===== config.mk =====
export PLATFORM = sky130hd
export DESIGN_NAME = des_round_ctrl
export DESIGN_NICKNAME = d
export VERILOG_FILES = /design/src/rtl/des_round_ctrl.sv
export SDC_FILE = /design/constraint.sdc
export NUM_CORES = 1
export LEC_CHECK = 0
export BUFFER_PORTS_ARGS = -buffer_cell sky130_fd_sc_hd__buf_2
export CORE_AREA = 2 2 39 41
export DETAILED_ROUTE_END_ITERATION = 8
export DIE_AREA = 0 0 41 43
export GPL_ROUTABILITY_DRIVEN = 0
export HOLD_SLACK_MARGIN = 0.06
export PLACE_DENSITY = 0.7
export SYNTH_ARGS = -nofsm -noshare
export SYNTH_HDL_FRONTEND = slang
export SYNTH_SLANG_ARGS = --single-unit
export TNS_END_PERCENT = 20

===== constraint.sdc =====
create_clock -name clk -period 1.9 [get_ports clk]
set_input_delay 0.57 -clock clk [delete_from_list [all_inputs] [get_ports clk]]
set_output_delay 0.57 -clock clk [all_outputs]
set_load 0.03 [all_outputs]

===== src/rtl/des_round_ctrl.sv =====
// Round sequencer for an iterative 16-round DES datapath: start/result handshakes,
// round counter, key-schedule rotate control and datapath strobes.
module des_round_ctrl #(
    parameter int ACK_TIMEOUT = 0,
    parameter int TO_W        = 16
) (
    input  logic            clk,
    input  logic            rst_n,
    input  logic            start_valid,
    output logic            start_ready,
    input  logic            decrypt,
    input  logic            abort,
    output logic            key_load,
    output logic            data_load,
    output logic            round_en,
    output logic [3:0]      round_idx,
    output logic [1:0]      shift_amt,
    output logic            shift_dir,
    output logic            out_latch,
    output logic            out_valid,
    input  logic            out_ack,
    output logic            busy,
    output logic            timeout,
    output logic [2:0]      dbg_state
);

    localparam logic [2:0] S_IDLE  = 3'd0;
    localparam logic [2:0] S_LOAD  = 3'd1;
    localparam logic [2:0] S_ROUND = 3'd2;
    localparam logic [2:0] S_FINAL = 3'd3;
    localparam logic [2:0] S_DONE  = 3'd4;

    localparam logic [TO_W-1:0] TO_LAST = TO_W'(ACK_TIMEOUT - 1);

    logic [2:0]      state_q, state_d;
    logic [3:0]      round_q, round_d;
    logic [TO_W-1:0] to_cnt_q, to_cnt_d;
    logic            mode_q, mode_d;
    logic            timeout_q, timeout_d;

    // Handshakes: a start transfers on a cycle where start_valid and start_ready
    // are both high; out_valid is held in DONE until out_ack or the ack timeout.
    always_comb begin
        state_d   = state_q;
        round_d   = round_q;
        to_cnt_d  = to_cnt_q;
        mode_d    = mode_q;
        timeout_d = timeout_q;
        case (state_q)
            S_IDLE: begin
                if (start_valid) begin
                    mode_d    = decrypt;
                    timeout_d = 1'b0;
                    state_d   = S_LOAD;
                end
            end
            S_LOAD: begin
                round_d = 4'd0;
                state_d = S_ROUND;
            end
            S_ROUND: begin
                if (round_q == 4'd15) begin
                    round_d = 4'd0;
                    state_d = S_FINAL;
                end else begin
                    round_d = round_q + 4'd1;
                end
            end
            S_FINAL: begin
                to_cnt_d = '0;
                state_d  = S_DONE;
            end
            S_DONE: begin
                if (out_ack) begin
                    to_cnt_d = '0;
                    state_d  = S_IDLE;
                end else if (ACK_TIMEOUT > 0) begin
                    if (to_cnt_q == TO_LAST) begin
                        to_cnt_d  = '0;
                        timeout_d = 1'b1;
                        state_d   = S_IDLE;
                    end else begin
                        to_cnt_d = to_cnt_q + TO_W'(1);
                    end
                end
            end
            default: state_d = S_IDLE;
        endcase
        // Abort overrides everything, including a start in IDLE; the sticky flag survives.
        if (abort) begin
            state_d   = S_IDLE;
            round_d   = 4'd0;
            to_cnt_d  = '0;
            mode_d    = mode_q;
            timeout_d = timeout_q;
        end
    end

    always_ff @(posedge clk) begin
        if (!rst_n) begin
            state_q   <= S_IDLE;
            round_q   <= 4'd0;
            to_cnt_q  <= '0;
            mode_q    <= 1'b0;
            timeout_q <= 1'b0;
        end else begin
            state_q   <= state_d;
            round_q   <= round_d;
            to_cnt_q  <= to_cnt_d;
            mode_q    <= mode_d;
            timeout_q <= timeout_d;
        end
    end

    assign start_ready = (state_q == S_IDLE);
    assign key_load    = (state_q == S_LOAD);
    assign data_load   = (state_q == S_LOAD);
    assign round_en    = (state_q == S_ROUND);
    assign out_latch   = (state_q == S_FINAL);
    assign out_valid   = (state_q == S_DONE);
    assign busy        = (state_q != S_IDLE);
    assign timeout     = timeout_q;
    assign dbg_state   = state_q;
    assign round_idx   = round_en ? round_q : 4'd0;
    assign shift_dir   = round_en & mode_q;

    // Decrypt skips the first rotate so its 27 right shifts undo encrypt's 28 left.
    always_comb begin
        shift_amt = 2'd0;
        if (round_en) begin
            if (round_q == 4'd0)
                shift_amt = mode_q ? 2'd0 : 2'd1;
            else if (round_q == 4'd1 || round_q == 4'd8 || round_q == 4'd15)
                shift_amt = 2'd1;
            else
                shift_amt = 2'd2;
        end
    end

endmodule


==> flow_summary.ini, run 1 <==
[layout]
fillers = 120
syn_to_final_growth_pct = 64.1
final_core_util_pct = 60.8
layoutNonFillerInstCount = 115
drive_above_1_share_pct = 58.6
insertedDiodeCount = 0
layout.nets = 109
fin_area_sq_um = 842

[power_and_ir_drop]
seqPwrFrac_pct = 44.7
irDropWorstVdd_mv = 0.259
internal_power_w = 0.000279
clock_power_share_pct = 37.3
combPwrFrac_pct = 18.0
p_sw_share_pct = 27.2
p_sw_w = 0.000104
powerDensity_mw_per_mm2 = 455
leakage_nw = 0.379

[sta]
finalHoldViolations = 0
setup_slack_ns = -0.123
period_share_pct = 106
slew_viol_final = 0
hold_slack_ns = 0.496
clock.fmax_ghz = 0.494
final-setup-viol-count = 9
skew_ns = 0.00762
rsz0062_at_grt = yes
period_minus_slack_ns = 2.02

[floorplanning]
die_area_sq_mm = 0.00176
rows = 14
ios = 24
start_util_pct = 37.1
dieHeight_um = 43
die_width_um = 41
coreArea_sq_mm = 0.00138

[grt]
grt_usage_pct = 18.4
grt_pass1_vias = 534
antenna_found_initial = 0
grt-ovfl-total = 0
grt_first_pass_wirelength_um = 2220
grt_start_max_net_pins = 8

[placed_design]
portBuffers = 22
placed_area_sq_um = 686
dp_cells = 106
hpwl_um = 916

[worst_setup_path]
path_max_fanout = 7
crit_path_top_delay_cell = or3b_4
required_ns = 1.33
worstSetupPathType = reg2out
crit_chain = or3b_4 -> clkinvlp_4 -> o31ai_2 -> a21oi_2 -> buf_6
cp-end-kind = output pin
critPathLaunchType = flop
worst_path_largest_cell_delay_ns = 0.39
worstPathArrival_ns = 1.45

[synthesis]
synth_nets = 74
async_reset_ff_share_pct = 0
yosys.area.top_type = dfxtp_1
synth_seq_cells = 8
synth_fa_ha_area_share_pct = 7.32
synthSimpleGateAreaFrac_pct = 37.1
muxShareOfSynthArea_pct = 0
syn_avg_cell_area_sq_um = 7.89
ys_warn_count = 0
synth_compound_area_share_pct = 13.4
yosysSeqAreaShare_pct = 31.2
synth_top_family_by_area = simple AND/OR/NAND/NOR gates
yosysMostFrequentCell = dfxtp_1
syn_inst = 65
syn_area_sq_um = 513
yosysUniqueCellTypes = 31
synthXorXnorAreaFrac_pct = 0
synth_area_leaders = dfxtp_1 31%, ha_1 7.3%, a21oi_1 6.8%, nand3_1 6.8%, inv_1 4.4%
ys.flop_type = dfxtp_1
synth_edf_count = 0
synth_top_area_share_pct = 31.2
ys_top_cells_by_count = 8 x dfxtp_1, 7 x a21oi_1, 7 x nand3_1

[routing]
via_per_inst = 5.10
ant_nets = 0
wirelength_um = 1350
drt-wirelength-per-cell_um = 11.7
drt_iter0_markers = 8
vias = 587
first_pass_iters = 4
drc = 0

[clocking]
clkSlewWorstSetupHoldPaths_ns = 0.06
htreeDepth = 1
cts_root_buf = clkbuf_4
tritoncts = yes
clkLatencyLatePin_ns = 0.26
clk_path_buf_depth = 2
numCtsBuffers = 3
cts_hold_buf = 0
clkSinkCount = 8

[run_status]
status = finished with violations
violations = negative setup slack

[min_path]
hp-class = reg2reg

[job]
cap_viol_max_count = 0
==> cell type report <==
cell class / instances / area, sq um / share of cell area [%]
Tap cell: 16 / 20.0 / 2.38
Multi-Input combinational cell: 47 / 333 / 39.5
Clock buffer: 4 / 26.3 / 3.12
Timing Repair Buffer: 34 / 265 / 31.5
Sequential cell: 8 / 171 / 20.4
Inverter: 6 / 26.3 / 3.12
==> metrics by stage <==
stage,power (W),setup slack (ns),setup TNS [ns]
floorplan,0.000215,-0.179,-0.716
global placement,0.000232,0.0930,0
detailed placement,0.000232,0.0511,0
CTS,0.000389,-0.126,-0.883
global route,0.000404,-0.210,-1.55
finish,0.000383,-0.123,-0.815
==> cells in the final DEF (no fill, tap or decap), drive strengths merged, types with 2 or more instances in the layout <==
master	count
clkbuf	4
nand2b	2
buf	34
nor2	4
nand3	7
dfxtp	8
inv	5
or3b	2
ha	3
a21oi	7
and2	3
nand2	2
or3	2
==> path summary, 6_finish.rpt <==
kind | to | from | cells after the start | slack (ns)
worst min-delay path | round_q[0] | round_q[0] | 2 | 0.50
worst max-delay path | shift_amt[0] | dbg_state[1] | 5 | -0.12
worst max register to register | round_q[3] | dbg_state[1] | 4 | 0.41
worst min register to register | round_q[0] | round_q[0] | 2 | 0.50
==> layer usage <==
metal | up-vias | track usage (%) | share of wire [%]
li1 | 289 | - | -
met1 | 274 | 20.7 | 38
met2 | 22 | 30.6 | 57
met3 | 2 | 3.14 | 4.1
met4 | 0 | 10.0 | 1.0
met5 | - | 0 | 0
==> registers in the layout (all words and copies together) (netlist names) <==
| signal | count |
|---|---|
| dbg_state | 3 |
| round_q | 4 |
| mode_q | 1 |
==> cell families (layout without fill, tap and decap cells) <==
| group | count (synthesis) | in the layout |
|---|---|---|
| adders and majority gates | 3 | 3 |
| DFF | 8 | 8 |
| AOI/OAI and AO/OA | 12 | 12 |
| other | 1 | 1 |
| and+or+nand+nor | 31 | 31 |
| buffers and inverters | 10 | 44 |
==> critical path: cells and delay by family, from the launching register on <==
kind,cells,cell delay [ns]
simple gates,1,0.39
compound gates,2,0.19
buf+inv,2,0.26
flops,1,0.35
==> timing repair <==
item / 4_1_cts / 5_1_grt
buffers inserted: 5 / 0
pin swaps: 2 / 2
endpoints found under the setup margin: 12 / 13
resized for setup: 30 / 4
hold endpoints to repair: 0 / 0
==> power by group through the flow <==
stage / combinational (W) / clock [W] / sequential (W)
final: 0.0000690 / 0.000143 / 0.000171
after global routing: 0.0000741 / 0.000159 / 0.000171
after CTS: 0.0000682 / 0.000150 / 0.000171
after detailed placement: 0.0000555 / 0 / 0.000177
after global placement: 0.0000550 / 0 / 0.000177
after floorplan: 0.0000362 / 0 / 0.000179
No activity file was read; power rests on OpenSTA's default activity.
==> run 2: changes to the inputs <==
==> constraint.sdc (replaced) <==
create_clock -name clk -period 1.9 [get_ports clk]
set_input_delay 0.57 -clock clk [delete_from_list [all_inputs] [get_ports clk]]
set_output_delay 0.57 -clock clk [all_outputs]
set_load 0.1 [all_outputs]
==> run 2 against run 1 <==
Net effect:
- the flow still finishes with violations (negative setup slack)
- non-clock buffer count rose by 5
- utilization up 17 points
- total power rose by 16%
- clock skew shrank 0.0072 ns
- combinational power rose by 100%
- wire length increased by 22%
- register-to-register slack worse by 0.08 ns
- first-iteration DRC count down 50%
- critical path type unchanged
- critical endpoint unchanged
==> flow_summary.ini, run 2 (synthesized netlist as in run 1, its figures left out) <==
[run_status]
status = finished with violations
violations = negative setup slack

[worst_setup_path]
crit_path_top_delay_cell = or3b_4
path_max_fanout = 7
critPathLaunchType = flop
critPathTopFamily = simple AND/OR/NAND/NOR gates
crit_chain = or3b_4 -> clkinvlp_4 -> o31ai_4 -> a21oi_4 -> buf_12
path_buf_inv = 2
worstPathArrival_ns = 1.56
worstSetupPathType = reg2out
required_ns = 1.33
worst_path_largest_cell_delay_ns = 0.42
cp-end-kind = output pin

[sta]
finalHoldViolations = 0
rsz0062_at_grt = yes
slew_viol_final = 0
final-setup-viol-count = 12
skew_ns = 0.000413
clock.fmax_ghz = 0.470
period_minus_slack_ns = 2.13
setup_slack_ns = -0.230
hold_slack_ns = 0.514
period_share_pct = 112

[routing]
ant_nets = 0
drt-wirelength-per-cell_um = 13.7
first_pass_iters = 4
vias = 620
drt_iter0_markers = 4
drc = 0
via_per_inst = 5.17
wirelength_um = 1650

[layout]
insertedDiodeCount = 0
regMostFlops = round_q
syn_to_final_growth_pct = 111
final_core_util_pct = 78.2
final_common_cell = buf_4
fillers = 78
most-common-layout-cells = 16 x buf_4, 13 x buf_12, 8 x buf_2, 7 x nand3_1, 6 x a21oi_1
drive_above_1_share_pct = 64.4
layout.nets = 114
largest_register_ffs = 4

[clocking]
clkLatencyLatePin_ns = 0.24
clkSinkCount = 8
clkSlewWorstSetupHoldPaths_ns = 0.05
clk_path_buf_depth = 2
htreeDepth = 1
numCtsBuffers = 3
cts_hold_buf = 0
cts_root_buf = clkbuf_4
tritoncts = yes

[power_and_ir_drop]
total_power_w = 0.000445
powerDensity_mw_per_mm2 = 411
irDropWorstVdd_mv = 0.321
leakage_nw = 0.437

[grt]
grt_first_pass_wirelength_um = 2390
grt_pass1_vias = 567
antenna_found_initial = 0
grt_usage_pct = 19.6
grt_start_max_net_pins = 8
grt-ovfl-total = 0

[floorplanning]
dieHeight_um = 43
start_util_pct = 37.1
die_area_sq_mm = 0.00176
rows = 14
ios = 24
die_width_um = 41
coreArea_sq_mm = 0.00138

[job]
cap_viol_max_count = 0

[placed_design]
hpwl_um = 1090
portBuffers = 22

[min_path]
hp-class = reg2reg
[run 2: area by class of cell]
cell class,instances,area (sq um),area share [%]
Timing Repair Buffer,39,443,40.9
Multi-Input combinational cell,47,389,36.0
Sequential cell,8,171,15.8
Inverter,6,32.5,3.01
Clock buffer,4,26.3,2.43
Tap cell,16,20.0,1.85
[run 2: worst reg2reg max path, stage by stage (launching register included)]
cell and delay [ns]:
dfxtp_2 0.33, or3b_4 0.42, clkinvlp_4 0.14, buf_4 0.12
buf_4 0.09, buf_4 0.11, nand4_1 0.10, a31oi_1 0.18
[run 2: path summary, 6_finish.rpt]
path,startpoint,to,slack [ns],cells past startpoint
max,dbg_state[0],shift_amt[0],-0.23,5
min,mode_q,mode_q,0.51,2
max reg2reg,dbg_state[0],round_q[3],0.33,7
min reg2reg,mode_q,mode_q,0.51,2
[run 2: per-stage QoR]
step	instance area [sq um]	worst slack (ns)	TNS, ns	instances
2_1_floorplan	567	-0.861	-8.79	65
6_report	1080	-0.230	-1.71	120
4_1_cts	1010	-0.214	-1.53	117
3_3_place_gp	952	0.0588	0	111
5_1_grt	1080	-0.285	-2.22	120
3_5_place_dp	952	0.0291	0	111
[run 2: repair_timing]
action                     4_1_cts  5_1_grt
setup endpoints to repair       12       12
buffers inserted                 2        3
pin swaps                        0        4
gates resized for setup          6       14
[run 2: layer usage]
layer	vias to the layer above	track usage, %	wire, um
met3	4	3.14	58
met1	296	22.3	655
met2	18	32.8	903
met4	0	10.0	29
met5	-	0	0
li1	302	-	-
[run 2: power by group]
part	total, W	switching (W)	internal, W
clock network	0.000136	0.0000555	0.0000802
logic	0.000139	0.0000930	0.0000460
registers	0.000171	0.00000217	0.000168
==> run 3: changes to the inputs <==
Settings changed: BUFFER_PORTS_ARGS -buffer_cell sky130_fd_sc_hd__buf_2 to -buffer_cell sky130_fd_sc_hd__buf_4.
==> run 3 against run 2 <==
Net effect:
- the flow still finishes with violations (negative setup slack)
- die area is the same
- global-route usage is 1.1 points higher
- fmax down 2.1%
- critical endpoint unchanged
==> flow_summary.ini, run 3 (synthesized netlist as in run 1, its figures left out) <==
[run_status]
status = finished with violations
violations = negative setup slack

[sta]
hold_slack_ns = 0.526
tns_ns = -1.85
setup_slack_ns = -0.277
clock.fmax_ghz = 0.459
final-setup-viol-count = 12
slew_viol_final = 0
skew_ns = 0.00416
period_minus_slack_ns = 2.18
period_share_pct = 115
rsz0062_at_grt = yes
finalHoldViolations = 0

[routing]
drt_iter0_markers = 11
ant_nets = 0
drt-wirelength-per-cell_um = 15.7
vias = 623
first_pass_iters = 4
wirelength_um = 1870
drc = 0
via_per_inst = 5.24

[power_and_ir_drop]
total_power_w = 0.000457
irDropWorstVdd_mv = 0.302
powerDensity_mw_per_mm2 = 436
leakage_nw = 0.429

[floorplanning]
ios = 24
coreArea_sq_mm = 0.00138
dieHeight_um = 43
start_util_pct = 37.1
die_area_sq_mm = 0.00176
die_width_um = 41
rows = 14

[worst_setup_path]
critPathLaunchType = flop
path_max_fanout = 7
cp-end-kind = output pin
worstSetupPathType = reg2out
required_ns = 1.33
crit_chain = or3b_4 -> clkinvlp_4 -> o31ai_4 -> a21oi_4 -> buf_12
worstPathArrival_ns = 1.61
worst_path_largest_cell_delay_ns = 0.40
reg2reg_slack_ns = 0.39
crit_path_top_delay_cell = or3b_4

[placed_design]
hpwl_um = 1090
portBuffers = 22
dp_slack_ns = -0.0487

[clocking]
htreeDepth = 1
clk_path_buf_depth = 2
cts_root_buf = clkbuf_4
numCtsBuffers = 3
clkSinkCount = 8
clkLatencyLatePin_ns = 0.26
tritoncts = yes
clkSlewWorstSetupHoldPaths_ns = 0.06

[layout]
layout.nets = 113
regMostFlops = round_q
drive_above_1_share_pct = 62.1
largest_register_ffs = 4
most-common-layout-cells = 24 x buf_4, 11 x buf_12, 7 x nand3_1, 6 x a21oi_1, 4 x dfxtp_2
syn_to_final_growth_pct = 104
fillers = 89
insertedDiodeCount = 0
final_common_cell = buf_4

[grt]
grt_first_pass_wirelength_um = 2530
grt_pass1_vias = 602
grt-ovfl-total = 0
antenna_found_initial = 0
grt_usage_pct = 20.7
grt_start_max_net_pins = 8

[min_path]
hp-class = reg2reg

[job]
cap_viol_max_count = 0
==> run 3: layout make-up <==
type	instances	area, sq um	share of cell area, %
Timing Repair Buffer	38	434	41.4
Multi-Input combinational cell	47	369	35.2
Sequential cell	8	169	16.1
Inverter	6	30.0	2.86
Clock buffer	4	26.3	2.51
Tap cell	16	20.0	1.91
==> run 3: path summary, 6_finish.rpt <==
path                 from           end  cells past startpoint
max          dbg_state[1]  shift_amt[0]                      5
min                mode_q        mode_q                      2
max reg2reg  dbg_state[1]    round_q[3]                      4
min reg2reg        mode_q        mode_q                      2
==> run 3: power by group <==
| part | leakage, nW | internal [W] | total, W | switching [W] |
|---|---|---|---|---|
| combinational | 0.346 | 0.0000461 | 0.000139 | 0.0000927 |
| sequential | 0.0675 | 0.000170 | 0.000172 | 0.00000210 |
| clock | 0.0150 | 0.0000809 | 0.000146 | 0.0000655 |
==> run 3: layer usage <==
layer  share of wire (%)  track usage, %
met5                   0               0
met4                 1.5            10.0
met1                  39            25.0
met2                  57            34.7
met3                 2.2            1.57
==> run 3: timing repair <==
| action | CTS | global route |
|---|---|---|
| buffers inserted | 1 | 0 |
| hold buffers | 0 | 0 |
| resized for setup | 37 | 10 |
| endpoints found under the setup margin | 14 | 14 |
| cloned | 0 | 0 |
| pin swaps | 0 | 2 |
==> run 3: through the flow <==
step	instances	util [%]	cell area (sq um)
6_report	119	75.8	1050
5_1_grt	119	75.8	1050
4_1_cts	119	73.5	1020
3_5_place_dp	114	60.3	835
3_3_place_gp	114	60.3	835
2_1_floorplan	65	-	567
==> run 3: critical path, delay by kind of cell (launching register included) <==
kind	cells	cell delay, ns
AOI/OAI and AO/OA	2	0.25
buffers and inverters	2	0.33
DFF	1	0.35
and+or+nand+nor	1	0.40
